File: src/rtl/seg7_scan.sv
// seg7_scan: four-digit multiplexed seven-segment driver.
// Runs entirely on clkin. The divider's clk_1kHz square wave is only
// sampled, never used as a clock. Each rising edge of the strobe moves the
// scan to the next digit. A programmable all-anodes-off gap before each
// digit suppresses ghosting. The displayed value is latched once per frame
// so a mid-frame update of data cannot tear the display.

`timescale 1ns/1ps

module seg7_scan #(
  parameter int BLANK_CYC = 500,  // clkin cycles with all anodes off after a digit change
  parameter int BLANK_W   = 10    // width of the blanking counter
) (
  input  logic        clkin,
  input  logic        clrn,
  input  logic        clk_1kHz,
  input  logic [15:0] data,
  input  logic [3:0]  dp_in,
  input  logic        blank_lz,
  output logic [3:0]  an,
  output logic [6:0]  seg,
  output logic        dp,
  output logic        frame
);

  // Last count value spent in BLANK before moving to DRIVE. With no gap the
  // BLANK state is never entered, so the value is irrelevant in that case.
  localparam int                 LAST_I     = (BLANK_CYC > 0) ? BLANK_CYC - 1 : 0;
  localparam logic [BLANK_W-1:0] BLANK_LAST = LAST_I[BLANK_W-1:0];
  localparam logic               NO_GAP     = (BLANK_CYC == 0);

  // All segments off, active low.
  localparam logic [6:0] SEG_OFF = 7'b111_1111;

  typedef enum logic [1:0] {
    IDLE  = 2'd0,
    BLANK = 2'd1,
    DRIVE = 2'd2
  } state_t;

  state_t             state_q;
  state_t             state_d;

  logic               s1;
  logic               s2;
  logic               s3;
  logic               tick;

  logic [1:0]         idx_q;
  logic [BLANK_W-1:0] cnt_q;
  logic [15:0]        snap_q;
  logic [3:0]         dp_snap_q;

  logic [3:0]         lz_blank;
  logic [3:0]         nib;
  logic [3:0]         an_d;
  logic [6:0]         seg_d;
  logic               dp_d;

  // Hex nibble to active-low {g,f,e,d,c,b,a}.
  function automatic logic [6:0] hex_to_seg(input logic [3:0] v);
    logic [6:0] s;
    case (v)
      4'h0:    s = 7'b100_0000;
      4'h1:    s = 7'b111_1001;
      4'h2:    s = 7'b010_0100;
      4'h3:    s = 7'b011_0000;
      4'h4:    s = 7'b001_1001;
      4'h5:    s = 7'b001_0010;
      4'h6:    s = 7'b000_0010;
      4'h7:    s = 7'b111_1000;
      4'h8:    s = 7'b000_0000;
      4'h9:    s = 7'b001_0000;
      4'hA:    s = 7'b000_1000;
      4'hB:    s = 7'b000_0011;
      4'hC:    s = 7'b100_0110;
      4'hD:    s = 7'b010_0001;
      4'hE:    s = 7'b000_0110;
      default: s = 7'b000_1110;
    endcase
    return s;
  endfunction

  // Two-flop synchroniser for the asynchronous strobe plus one delay flop
  // for rising-edge detection.
  always_ff @(posedge clkin or negedge clrn) begin
    if (!clrn) begin
      s1 <= 1'b0;
      s2 <= 1'b0;
      s3 <= 1'b0;
    end else begin
      // NOTE: non-blocking assignments make every flop sample the old value
      // of its neighbour, which is what turns this into a shift chain.
      s1 <= clk_1kHz;
      s2 <= s1;
      s3 <= s2;
    end
  end

  // One clkin cycle per rising edge of the strobe. A strobe already high at
  // reset release still yields exactly one tick because the flops reset low.
  assign tick = s2 & ~s3;

  // Scan index, frame snapshot and wrap pulse.
  always_ff @(posedge clkin or negedge clrn) begin
    if (!clrn) begin
      idx_q     <= 2'd0;
      // NOTE: the snapshot is reset so the digits scanned before the first
      // wrap show a defined value (zero) rather than whatever powered up.
      snap_q    <= 16'h0000;
      dp_snap_q <= 4'b0000;
      frame     <= 1'b0;
    end else begin
      frame <= 1'b0;
      if (tick) begin
        idx_q <= idx_q + 2'd1;
        if (idx_q == 2'd3) begin
          snap_q    <= data;
          dp_snap_q <= dp_in;
          frame     <= 1'b1;
        end
      end
    end
  end

  // Blanking counter: restarts on every tick and only runs while in BLANK.
  always_ff @(posedge clkin or negedge clrn) begin
    if (!clrn) begin
      cnt_q <= '0;
    end else if (tick || (state_q != BLANK)) begin
      cnt_q <= '0;
    end else begin
      cnt_q <= cnt_q + 1'b1;
    end
  end

  // State register.
  always_ff @(posedge clkin or negedge clrn) begin
    if (!clrn) begin
      state_q <= IDLE;
    end else begin
      state_q <= state_d;
    end
  end

  // Next-state logic. A tick always starts a new gap, whatever the state,
  // so a strobe faster than the gap keeps re-arming the blanking.
  always_comb begin
    // NOTE: assigning a default before the case means every path drives
    // state_d, so no latch is inferred when a branch leaves it unchanged.
    state_d = state_q;
    unique case (state_q)
      IDLE: begin
        if (tick) state_d = NO_GAP ? DRIVE : BLANK;
      end
      BLANK: begin
        if (tick) begin
          state_d = NO_GAP ? DRIVE : BLANK;
        end else if (cnt_q == BLANK_LAST) begin
          state_d = DRIVE;
        end
      end
      DRIVE: begin
        if (tick) state_d = NO_GAP ? DRIVE : BLANK;
      end
      default: state_d = IDLE;
    endcase
  end

  // Leading-zero blanking on the latched frame value. Digit 0 always shows.
  always_comb begin
    lz_blank    = 4'b0000;
    lz_blank[3] = blank_lz && (snap_q[15:12] == 4'h0);
    lz_blank[2] = lz_blank[3] && (snap_q[11:8] == 4'h0);
    lz_blank[1] = lz_blank[2] && (snap_q[7:4] == 4'h0);
  end

  assign nib = snap_q[{idx_q, 2'b00} +: 4];

  // Output values for the next cycle. They follow the current state, so
  // the anode goes low one cycle after DRIVE is entered; a tick blanks the
  // anodes on the very next cycle regardless of state.
  always_comb begin
    an_d  = 4'b1111;
    seg_d = SEG_OFF;
    dp_d  = 1'b1;
    if ((state_q == DRIVE) && !tick) begin
      if (!lz_blank[idx_q]) begin
        an_d[idx_q] = 1'b0;
        seg_d       = hex_to_seg(nib);
        dp_d        = ~dp_snap_q[idx_q];
      end else if (dp_snap_q[idx_q]) begin
        // Blanked digit with a decimal point: light only the point.
        an_d[idx_q] = 1'b0;
        dp_d        = 1'b0;
      end
    end
  end

  // Registered display outputs, forced dark while clrn is low.
  always_ff @(posedge clkin or negedge clrn) begin
    if (!clrn) begin
      an  <= 4'b1111;
      seg <= SEG_OFF;
      dp  <= 1'b1;
    end else begin
      an  <= an_d;
      seg <= seg_d;
      dp  <= dp_d;
    end
  end

endmodule

File: config.mk
export PLATFORM = sky130hd
export DESIGN_NAME = seg7_scan
export DESIGN_NICKNAME = d
export VERILOG_FILES = /design/src/rtl/seg7_scan.sv
export SDC_FILE = /design/constraint.sdc
export NUM_CORES = 1
export LEC_CHECK = 0
export CAP_MARGIN = 15
export CORE_MARGIN = 4
export CORE_UTILIZATION = 57
export DETAILED_ROUTE_END_ITERATION = 8
export PLACE_DENSITY = 0.91
export SYNTH_ARGS = -nofsm -noshare
export SYNTH_HDL_FRONTEND = slang
export SYNTH_SLANG_ARGS = --single-unit
File: constraint.sdc
create_clock -name clkin -period 3.2 [get_ports clkin]
set_input_delay 0.96 -clock clkin [delete_from_list [all_inputs] [get_ports clkin]]
set_output_delay 0.96 -clock clkin [all_outputs]
set_load 0.005 [all_outputs]
# Word-level counts from Yosys, hierarchy flattened
# Memories as Yosys holds them, arrays and structs flattened.
# Cells that the tools add are included.
[totals]
reg_bits = 50
latchBits = 0
ramBits = 0
rom_bits = 112
word_cells = 64
mem_count = 1
[op_classes]
addsub = 2
mul = 0
div_mod_pow = 0
order_cmp = 2
n_eq_ne = 7
n_shift = 1
muxes = 21
n_bitwise = 4
reduce_logical = 14
[mem_list]
columns = ["memory", "depth", "word_bits", "rd", "rd_clocked_by_memory_dff", "write_ports", "line_no", "source"]
rows = [
  ["(no name shown)", 16, 7, 1, 0, 0, "63", "case (v)"],
]
[ops]
columns = ["operator", "count"]
rows = [
  ["variable part select 16 x 5 -> 4 bit", 1],
  ["2-to-1 mux 7 bit", 2],
  ["zero test 4 bit", 3],
  ["2-to-1 mux 4 bit", 3],
  ["adder 10 x 1 -> 10 bit, second input constant", 1],
  ["== test 10 x 9 -> 1 bit, second input constant", 1],
  ["2-to-1 mux 10 bit", 1],
  ["2-to-1 mux 1 bit", 8],
  ["2-to-1 mux 2 bit", 3],
  ["logical AND 1 bit", 5],
  ["binary-select mux 1 bit (select 2 bit)", 2],
  ["== test 2 bit, second input constant", 2],
  ["inequality test 2 x 1 -> 1 bit, second input constant", 2],
  ["inverter 4 bit", 1],
  ["one-hot mux 2 bit (2 select lines)", 1],
  ["AND reduction 2 bit", 2],
  ["less-than comparator 2 x 3 -> 1 bit, second input constant", 1],
  ["inequality test 3 bit, second input constant", 1],
  ["adder 2 x 1 -> 2 bit, second input constant", 1],
  ["demux 1 bit (select 2 bit)", 1],
  ["== test 2 x 1 -> 1 bit, second input constant", 1],
  ["greater-or-equal comparator 2 x 1 -> 1 bit, second input constant", 1],
  ["zero test 2 bit", 1],
  ["inverter 1 bit", 2],
  ["other kinds (4)", 4],
]

# Depth between registers and ports, before layout
# Gate-level depths: netlist (run 1).
[logic_depth]
word_depth = 8
mapped_depth = 7
depth_no_buf = 6

# Least setup slack after synthesis (run 1)
# Ideal clock, no wire load.
[synth_timing]
path_type = "input -> register"
startpoint = "input port blank_lz"
endpoint = "register seg[5]"
setup_time_ps = 81
arrival_time_ps = 1901
t_required_ps = 3119
path_slack_ps = 1218
cell_stages = 4
n_path_buf = 0
path_cell_list = "or4b_1 -> a211oi_2 -> a21oi_1 -> o211ai_1"
[synth_between]
elab_chain_cells = 7
[synth_rtl]
columns = ["element", "line_no", "source"]
rows = [
  ["start: declaration", "19", "input logic blank_lz,"],
  ["logical AND 1 bit *", "173", "lz_blank[3] = blank_lz && (snap_q[15:12] == 4'h0);"],
  ["logical AND 1 bit", "174", "lz_blank[2] = lz_blank[3] && (snap_q[11:8] == 4'h0);"],
  ["logical AND 1 bit", "175", "lz_blank[1] = lz_blank[2] && (snap_q[7:4] == 4'h0);"],
  ["binary-select mux 1 bit (select 2 bit) *", "188", "if (!lz_blank[idx_q]) begin"],
  ["2-to-1 mux 1 bit (implied by the code) *", "188", ""],
  ["2-to-1 mux 7 bit *", "188", ""],
  ["2-to-1 mux 7 bit *", "187", "if ((state_q == DRIVE) && !tick) begin"],
  ["via seg_d[5]", "57", "logic [6:0] seg_d;"],
  ["end signal: assignment", "208", "seg <= seg_d;"],
  ["end: declaration", "21", "output logic [6:0] seg,"],
]
# Mark *: on every way through the listed nets, which the timed path passes. The rest lies on a longest branch. The select of a mux whose other input is x is not followed.
# A chain may end at the register's enable or synchronous reset.

# Worst setup path after layout (run 1)
# Ends and elaborated chain as after synthesis.

==> summary.md, run 1 <==
| Metric | Value |
|---|---|
| Wire length per cell | 15.15 µm |
| Hold Fails Final Rpt | 0 |
| Fin nets | 258 |
| Vias in the first global route | around 1,500 |
| Synth area leader | dfrtp_1 |
| Max VDD drop | about 500 µV |
| Die area | 5250 µm² |
| Slew @ Worst Pin | ~0.89 ns |
| Setup CP Type | in2reg |
| Clk sinks | 50 |
| PwrDens | 863.0 nW/µm² |
| Worst-Skew Late Latency | 0.31 ns |
| Post-route DRC | 0 |
| Mapped cell area | ~2400 µm² |
| WP data arrival | ~2.6 ns |
| Final setup margin | 0.8717 ns |
| Largest net degree at the start of global routing | 43 |
| Root Driver | clkbuf_8 |
| Hold_buf cts | 0 |
| Post-synthesis cell count | about 190 |
| RSZ-0062 raised after global routing | no |
| #FFs+latches synth | 50 |
| Share of cells above drive strength 1 | 0.2366 |
| Placed inst area | around 2700 µm² |
| Via count of the routed design | about 1,500 |
| CTS tree | yes |
| DP Worst Slack | ~0.59 ns |
| Number of buffers created by CTS | 5 |
| Synth area leaders | dfrtp_1, dfstp_2, mux2_2 |
| Top-area cell type share of the netlist area | 0.4015 |
| CTS HTree Levels | 2 |
| Post-CTS resize count | 0 |
| PortBufs | 36 |
| Synth unique cells | 38 |
| FFs w/ async S/R, synth | 1.000 |
| Setup TNS | 0 ns |
| Slew margin rel. | 0.4083 |
| Final Setup Violations | 0 |
| Initial antenna violation count | 0 |
| Initial core utilization | 0.5921 |
| Tcrit/Tclk final | 0.7276 |
| Crit path max fanout | 7 |
| DPL Wire Length | 3009 µm |
| I/O Pins | 37 |
| Crit-path cells | clkdlybuf4s50_1 -> or4b_1 -> a211oi_2 -> a21oi_1 -> o211ai_1 |
| EDFF count, synth | 0 |
| Layout Cell Area excl Fill | between 2000 and 3000 µm² |
| Fmax | 429.5 MHz |
| Final GP Congestion | about 0.82 |
| Die W | 72.46 µm |
| Post-DR vias/cell | approximately 5.5 |
| Status | completed |
| Chip height | 72.46 µm |
| P_leak | 1.190 nW |
| Syn nets | 221 |
| 1st-iter DRT viols | 107 |
| First-pass GRT wire length | 7038 µm |
| GRT Util Overall | 0.1768 |
| Synth warn | 0 |
| Register area share after synthesis | 0.5346 |
| Post-synthesis area per instance | 12.73 µm² |
| Drt total wl | 4151 µm |
| Synth Flop Type | dfrtp_1 |
| Final clock skew | roughly 0.010 ns |
| Worst path required time | 3.43 ns |
| Core Area | 4000 µm² |
| Max cap viols | 0 |
| Clock Path Buffers | 2 |
| Routed Antenna Nets | 0 |
| Final min period | 2.328 ns |
| Type of origin of the critical path | input pin |
| Global route overflow | 0 |
| Initial DRT Pass Iterations | 4 |
| Rows | 23 |
| CP max stage cell | or4b_1 |
| Tightest Hold Check Type | reg2reg |
| R2R setup slack | 1.10 ns |
| Post-CTS setup buffers | 0 |
| Area Overhead vs Synth | 19.86% |
| Final core occ | 0.7097 |
| Clk pin slew, worst setup/hold paths | 0.09 ns |
| CP endpoint kind | register |
| Number of diodes | 0 |
| Largest stage delay on the critical path | 0.45 ns |
| Max-slew violations | 0 |
## layout by cell type, fill, tap and decap left out, types with 2 or more instances in the layout
cell type        count
xor2_1               9
mux2_2              20
nand2_1             14
inv_1                7
xnor2_1              3
dfstp_2             12
o21a_1               2
a21oi_1              5
dfrtp_1             38
nor2b_1              2
nand2b_1             3
clkbuf_8             5
nor2_1              10
o21ai_1              2
or2_2                2
or3_1                2
and4_1               2
o31ai_1              2
nand3_1              6
clkdlybuf4s50_1     35
ha_1                11
nor3b_1              2
o211ai_1             4
mux4_2               6
o21ai_0              3
## where the power goes
part / switching [mW] / internal (mW) / leakage, nW
combinational: 0.514 / 0.558 / 0.552
clock: 0.213 / 0.154 / 0.0441
sequential: 0.183 / 0.828 / 0.594
total: 0.910 / 1.54 / 1.19
## kinds of logic after synthesis
| family | after synthesis | synth area share |
|---|---|---|
| and+or+nand+nor | 50 | 0.1131 |
| DFF | 50 | 0.5346 |
| muxes | 27 | 0.1585 |
| AOI/OAI and AO/OA | 22 | 0.06127 |
| buffers and inverters | 14 | 0.03011 |
| xor gates and xnor gates | 12 | 0.04438 |
| adders and majority gates | 11 | 0.05811 |
## final cells by class
type                            count  area, µm²
Clock buffer                        5      68.82
Clock inverter                      3      21.27
Fill cell                         299       1161
Inverter                            7      26.28
Multi-Input combinational cell    122       1031
Sequential cell                    50       1266
Tap cell                           50      62.56
Timing Repair Buffer               37      362.8
## final timing paths
| check | startpoint | end | cells after the start |
|---|---|---|---|
| setup reg to reg | idx_q[0]$_DFFE_PN0P_ | seg[3]$_DFF_PN1_ | 5 |
| max in group asynchronous | clrn | seg[1]$_DFF_PN1_ | 2 |
| hold reg to reg | s1$_DFF_PN0_ | s2$_DFF_PN0_ | 0 |
| hold / removal | s1$_DFF_PN0_ | s2$_DFF_PN0_ | 0 |
| setup / recovery | blank_lz | seg[5]$_DFF_PN1_ | 5 |
| min in group asynchronous | clrn | cnt_q[1]$_DFF_PN0_ | 1 |
## cell usage after synthesis, types with 3 or more instances
| library cell | instances |
|---|---|
| a21oi_1 | 5 |
| buf_2 | 3 |
| dfrtp_1 | 38 |
| dfstp_2 | 12 |
| ha_1 | 11 |
| inv_1 | 7 |
| mux2_2 | 20 |
| mux4_2 | 6 |
| nand2_1 | 14 |
| nand2b_1 | 3 |
| nand3_1 | 6 |
| nor2_1 | 10 |
| o211ai_1 | 4 |
| o21ai_0 | 3 |
| xnor2_1 | 3 |
| xor2_1 | 9 |
## worst max-delay path, delay by kind of cell
family | cells | cell delay [ns]
AND/OR/NAND/NOR | 1 | 0.45
AO/OA/AOI/OAI | 3 | 0.71
buffers and inverters | 1 | 0.44
## layer usage
metal,GRT usage,up-vias,wire [µm],part of all wire
li1,-,725,-,-
met1,0.2178,723,1787,0.43
met2,0.2872,46,2029,0.49
met3,0.05402,8,259,0.062
met4,0.07992,0,75,0.018
met5,0,-,0,0
## metrics by stage
step / total power, mW / std cells / hold WS (ns)
floorplan: 1.862 / 186 / 0.3312
detailed placement: 2.088 / 266 / 0.3457
global route: 2.627 / 274 / 0.3868
CTS: 2.459 / 274 / 0.3662
finish: 2.450 / 274 / 0.3629
global placement: 2.029 / 266 / 0.3318
## state kept, by name, summed over array words and instances, names as in the netlist
| signal | flops |
|---|---|
| snap_q | 16 |
| cnt_q | 10 |
| seg | 7 |
| an | 4 |
| dp_snap_q | 4 |
| idx_q | 2 |
| state_q | 2 |
| dp | 1 |
| frame | 1 |
| s1 | 1 |
| s2 | 1 |
| s3 | 1 |
No activity file was read; power rests on OpenSTA's default activity.
==> run 2, diff against run 1 <==
CORE_UTILIZATION = 48   (was 57)
PLACE_DENSITY = 0.82   (was 0.91)
clock period = 2.1 ns   (was 3.2 ns; I/O delays follow)
==> run 2 against run 1 <==
Via count shrank 2.9%. Hold slack lost 0.14 ns. Clock power grew 62%. Clock skew shrank 0.00053 ns. First-iteration DRC count shrank 35%. Design area grew 2.2%. Total power grew 54%. Routed wire length shrank 4.1%. Sequential power grew 50%. Worst setup slack lost 0.78 ns. Global-route usage shrank 3.0 points. Combinational power grew 54%.
==> summary.md, run 2 (synthesis gave the netlist of run 1 again) <==
| Metric | Value |
|---|---|
| Routed Antenna Nets | 0 (unchanged) |
| GRT Util Overall | 0.1473 (was 0.1768) |
| Hold Fails Final Rpt | 0 (unchanged) |
| R2R setup slack | 0.15 ns (was 1.10 ns) |
| Number of buffers created by CTS | 5 (unchanged) |
| WP depth | 5 (unchanged) |
| Layout Cell Area excl Fill | 2900 µm² (was 2839 µm²) |
| Post-CTS resize count | 0 (unchanged) |
| Drt total wl | 3979 µm (was 4151 µm) |
| PwrDens | 1299 nW/µm² (was 863.0 nW/µm²) |
| I/O Pins | 37 (unchanged) |
| Wire length per cell | 13.49 µm (was 15.15 µm) |
| WP data arrival | 2.24 ns (was 2.56 ns) |
| Max cap viols | 0 (unchanged) |
| Start point of the critical path | blank_lz (unchanged) |
| Crit path max fanout | 7 (unchanged) |
| Share of cells above drive strength 1 | 0.2544 (was 0.2366) |
| Rows | 25 (was 23) |
| Part of the power in the clock network | 0.157 (was 0.150) |
| Slew @ Worst Pin | 0.5695 ns (was 0.8876 ns) |
| Crit-path cells | clkdlybuf4s50_1 -> or4b_1 -> a211oi_2 -> a21oi_1 -> o211ai_1 (unchanged) |
| Max VDD drop | 679.5 µV (was 499.4 µV) |
| Initial DRT Pass Iterations | 4 (unchanged) |
| CP endpoint kind | register (unchanged) |
| Largest net degree at the start of global routing | 22 (was 43) |
| Tightest Hold Check Type | in2async (was reg2reg) |
| Psw | 1.357 mW (was 0.9103 mW) |
| Worst-Skew Late Latency | 0.31 ns (about the same) |
| Clock Path Buffers | 2 (unchanged) |
| Commonest non-fill, non-tap cell in the layout | dfrtp_1 (unchanged) |
| Commonest cells after routing, fill and taps aside | dfrtp_1, clkdlybuf4s50_1, mux2_2, nand2_1, dfstp_2 (unchanged) |
| Placed cell count | 287 (was 266) |
| Sequential Power Share | 0.405 (was 0.413) |
| Die area | 6122 µm² (was 5250 µm²) |
| Placed inst area | 2800 µm² (was 2749 µm²) |
| Final non-filler cell total | 295 (was 274) |
| Global route overflow | 0 (unchanged) |
| Post-CTS setup buffers | 0 (unchanged) |
| Root Driver | clkbuf_8 (unchanged) |
| Type of origin of the critical path | input pin (unchanged) |
| Biggest regs | snap_q: 16 flops, cnt_q: 10 flops, seg: 7 flops (unchanged) |
| Core Area | 4755 µm² (was 4000 µm²) |
| Delay-heaviest family, CP | compound AO/OA/AOI/OAI gates (unchanged) |
| PortBufs | 36 (unchanged) |
| First-pass GRT wire length | 7010 µm (was 7038 µm) |
| Post-DR vias/cell | 4.946 (was 5.482) |
| Internal | 2.411 mW (was 1.540 mW) |
| DPL Wire Length | 2981 µm (was 3009 µm) |
| Vias in the first global route | 1,470 (was 1,541) |
| Launching point of the worst reg2reg path | idx_q[0]$_DFFE_PN0P_ (unchanged) |
| Power Total | 3.768 mW (was 2.450 mW) |
| CP endpoint | seg[5]$_DFF_PN1_ (unchanged) |
| RSZ-0062 raised after global routing | no (unchanged) |
| Max-slew violations | 0 (unchanged) |
| Largest stage delay on the critical path | 0.46 ns (was 0.45 ns) |
| Slew margin rel. | 0.6203 (was 0.4083) |
| Final GP Congestion | 0.7857 (was 0.8151) |
| Via count of the routed design | 1,459 (was 1,502) |
| Clk sinks | 50 (unchanged) |
| Final Setup Violations | 0 (unchanged) |
| Final min period | 2.010 ns |
| Setup TNS | 0 ns (unchanged) |
| Fin nets | 262 (was 258) |
| Largest Register | snap_q (unchanged) |
| Worst path required time | 2.33 ns (was 3.43 ns) |
| Max FFs per register | 16 (unchanged) |
| CTS HTree Levels | 2 (unchanged) |
| Chip height | 78.25 µm (was 72.46 µm) |
| Reg2reg end | seg[3]$_DFF_PN1_ (unchanged) |
| Reg2reg path depth | 6 (was 5) |
| Area Overhead vs Synth | 22.45% (was 19.86%) |
| 1st-iter DRT viols | 70 (was 107) |
| Tcrit/Tclk final | 0.9570 |
| Hold_buf cts | 0 (unchanged) |
| Status | completed (unchanged) |
| Sw Ratio | 0.3601 (was 0.3716) |
| Clk pin slew, worst setup/hold paths | 0.09 ns (about the same) |
| Final clock skew | 0.009558 ns (was 0.01009 ns) |
| Combinational share of power | 0.438 (about the same) |
| CP max stage cell | clkdlybuf4s50_1 (was or4b_1) |
| Post-route DRC | 0 (unchanged) |
| Number of diodes | 0 (unchanged) |
| Initial antenna violation count | 0 (unchanged) |
| Initial core utilization | 0.4982 (was 0.5921) |
| P_leak | 1.212 nW (was 1.190 nW) |
| Die W | 78.25 µm (was 72.46 µm) |
| CTS tree | yes (unchanged) |
| Fmax | 497.6 MHz |
| Setup CP Type | in2reg (unchanged) |
| Crit path buf inv count | 1 (unchanged) |
-- run 2: changes by cell type in the layout (fill, tap and decap cells not counted), sizes merged --
cell,change
clkbuf,+1
buf,+4
inv,+1
clkinv,-2
-- run 2: metrics by stage --
step                utilization  setup slack (ns)  hold WS [ns]
finish                   0.6100           0.09030        0.2240
global route             0.6100           0.01356        0.2553
CTS                      0.6097           0.03385        0.2324
detailed placement       0.5889           -0.1961        0.3371
global placement         0.5889           -0.1619        0.3321
floorplan                     -            0.2943        0.3312
-- run 2: routing by layer --
metal	part of all wire	vias to the layer above	track usage
met5	0	-	0
met4	0.014	0	0.04720
met3	0.049	6	0.04817
met2	0.46	31	0.2226
met1	0.48	694	0.2015
li1	-	728	-
-- run 2: worst min-delay path by stage --
stage	endpoint	slack [ns]
floorplan	cnt_q[0]$_DFF_PN0_	0.33
global placement	s2$_DFF_PN0_	0.33
detailed placement	s2$_DFF_PN0_	0.34
CTS	cnt_q[9]$_DFF_PN0_	0.23
global route	cnt_q[0]$_DFF_PN0_	0.26
finish	cnt_q[1]$_DFF_PN0_	0.22
-- run 2: final cells by class --
cell class / count / area [µm²]
clock buffer: 6 / 82.58
clock inverter: 2 / 16.27
fill: 394 / 1854
inverter: 7 / 26.28
multi-input combinational: 122 / 1031
sequential: 50 / 1267
tap: 67 / 83.83
timing repair buffer: 41 / 392.9
-- run 2: power by group through the flow --
stage               Clock, mW  Combinational [mW]  Sequential [mW]
floorplan                   0                1.40             1.43
global placement            0                1.62             1.52
detailed placement          0                1.65             1.54
CTS                     0.609                1.66             1.53
global route            0.651                1.88             1.58
finish                  0.593                1.65             1.52
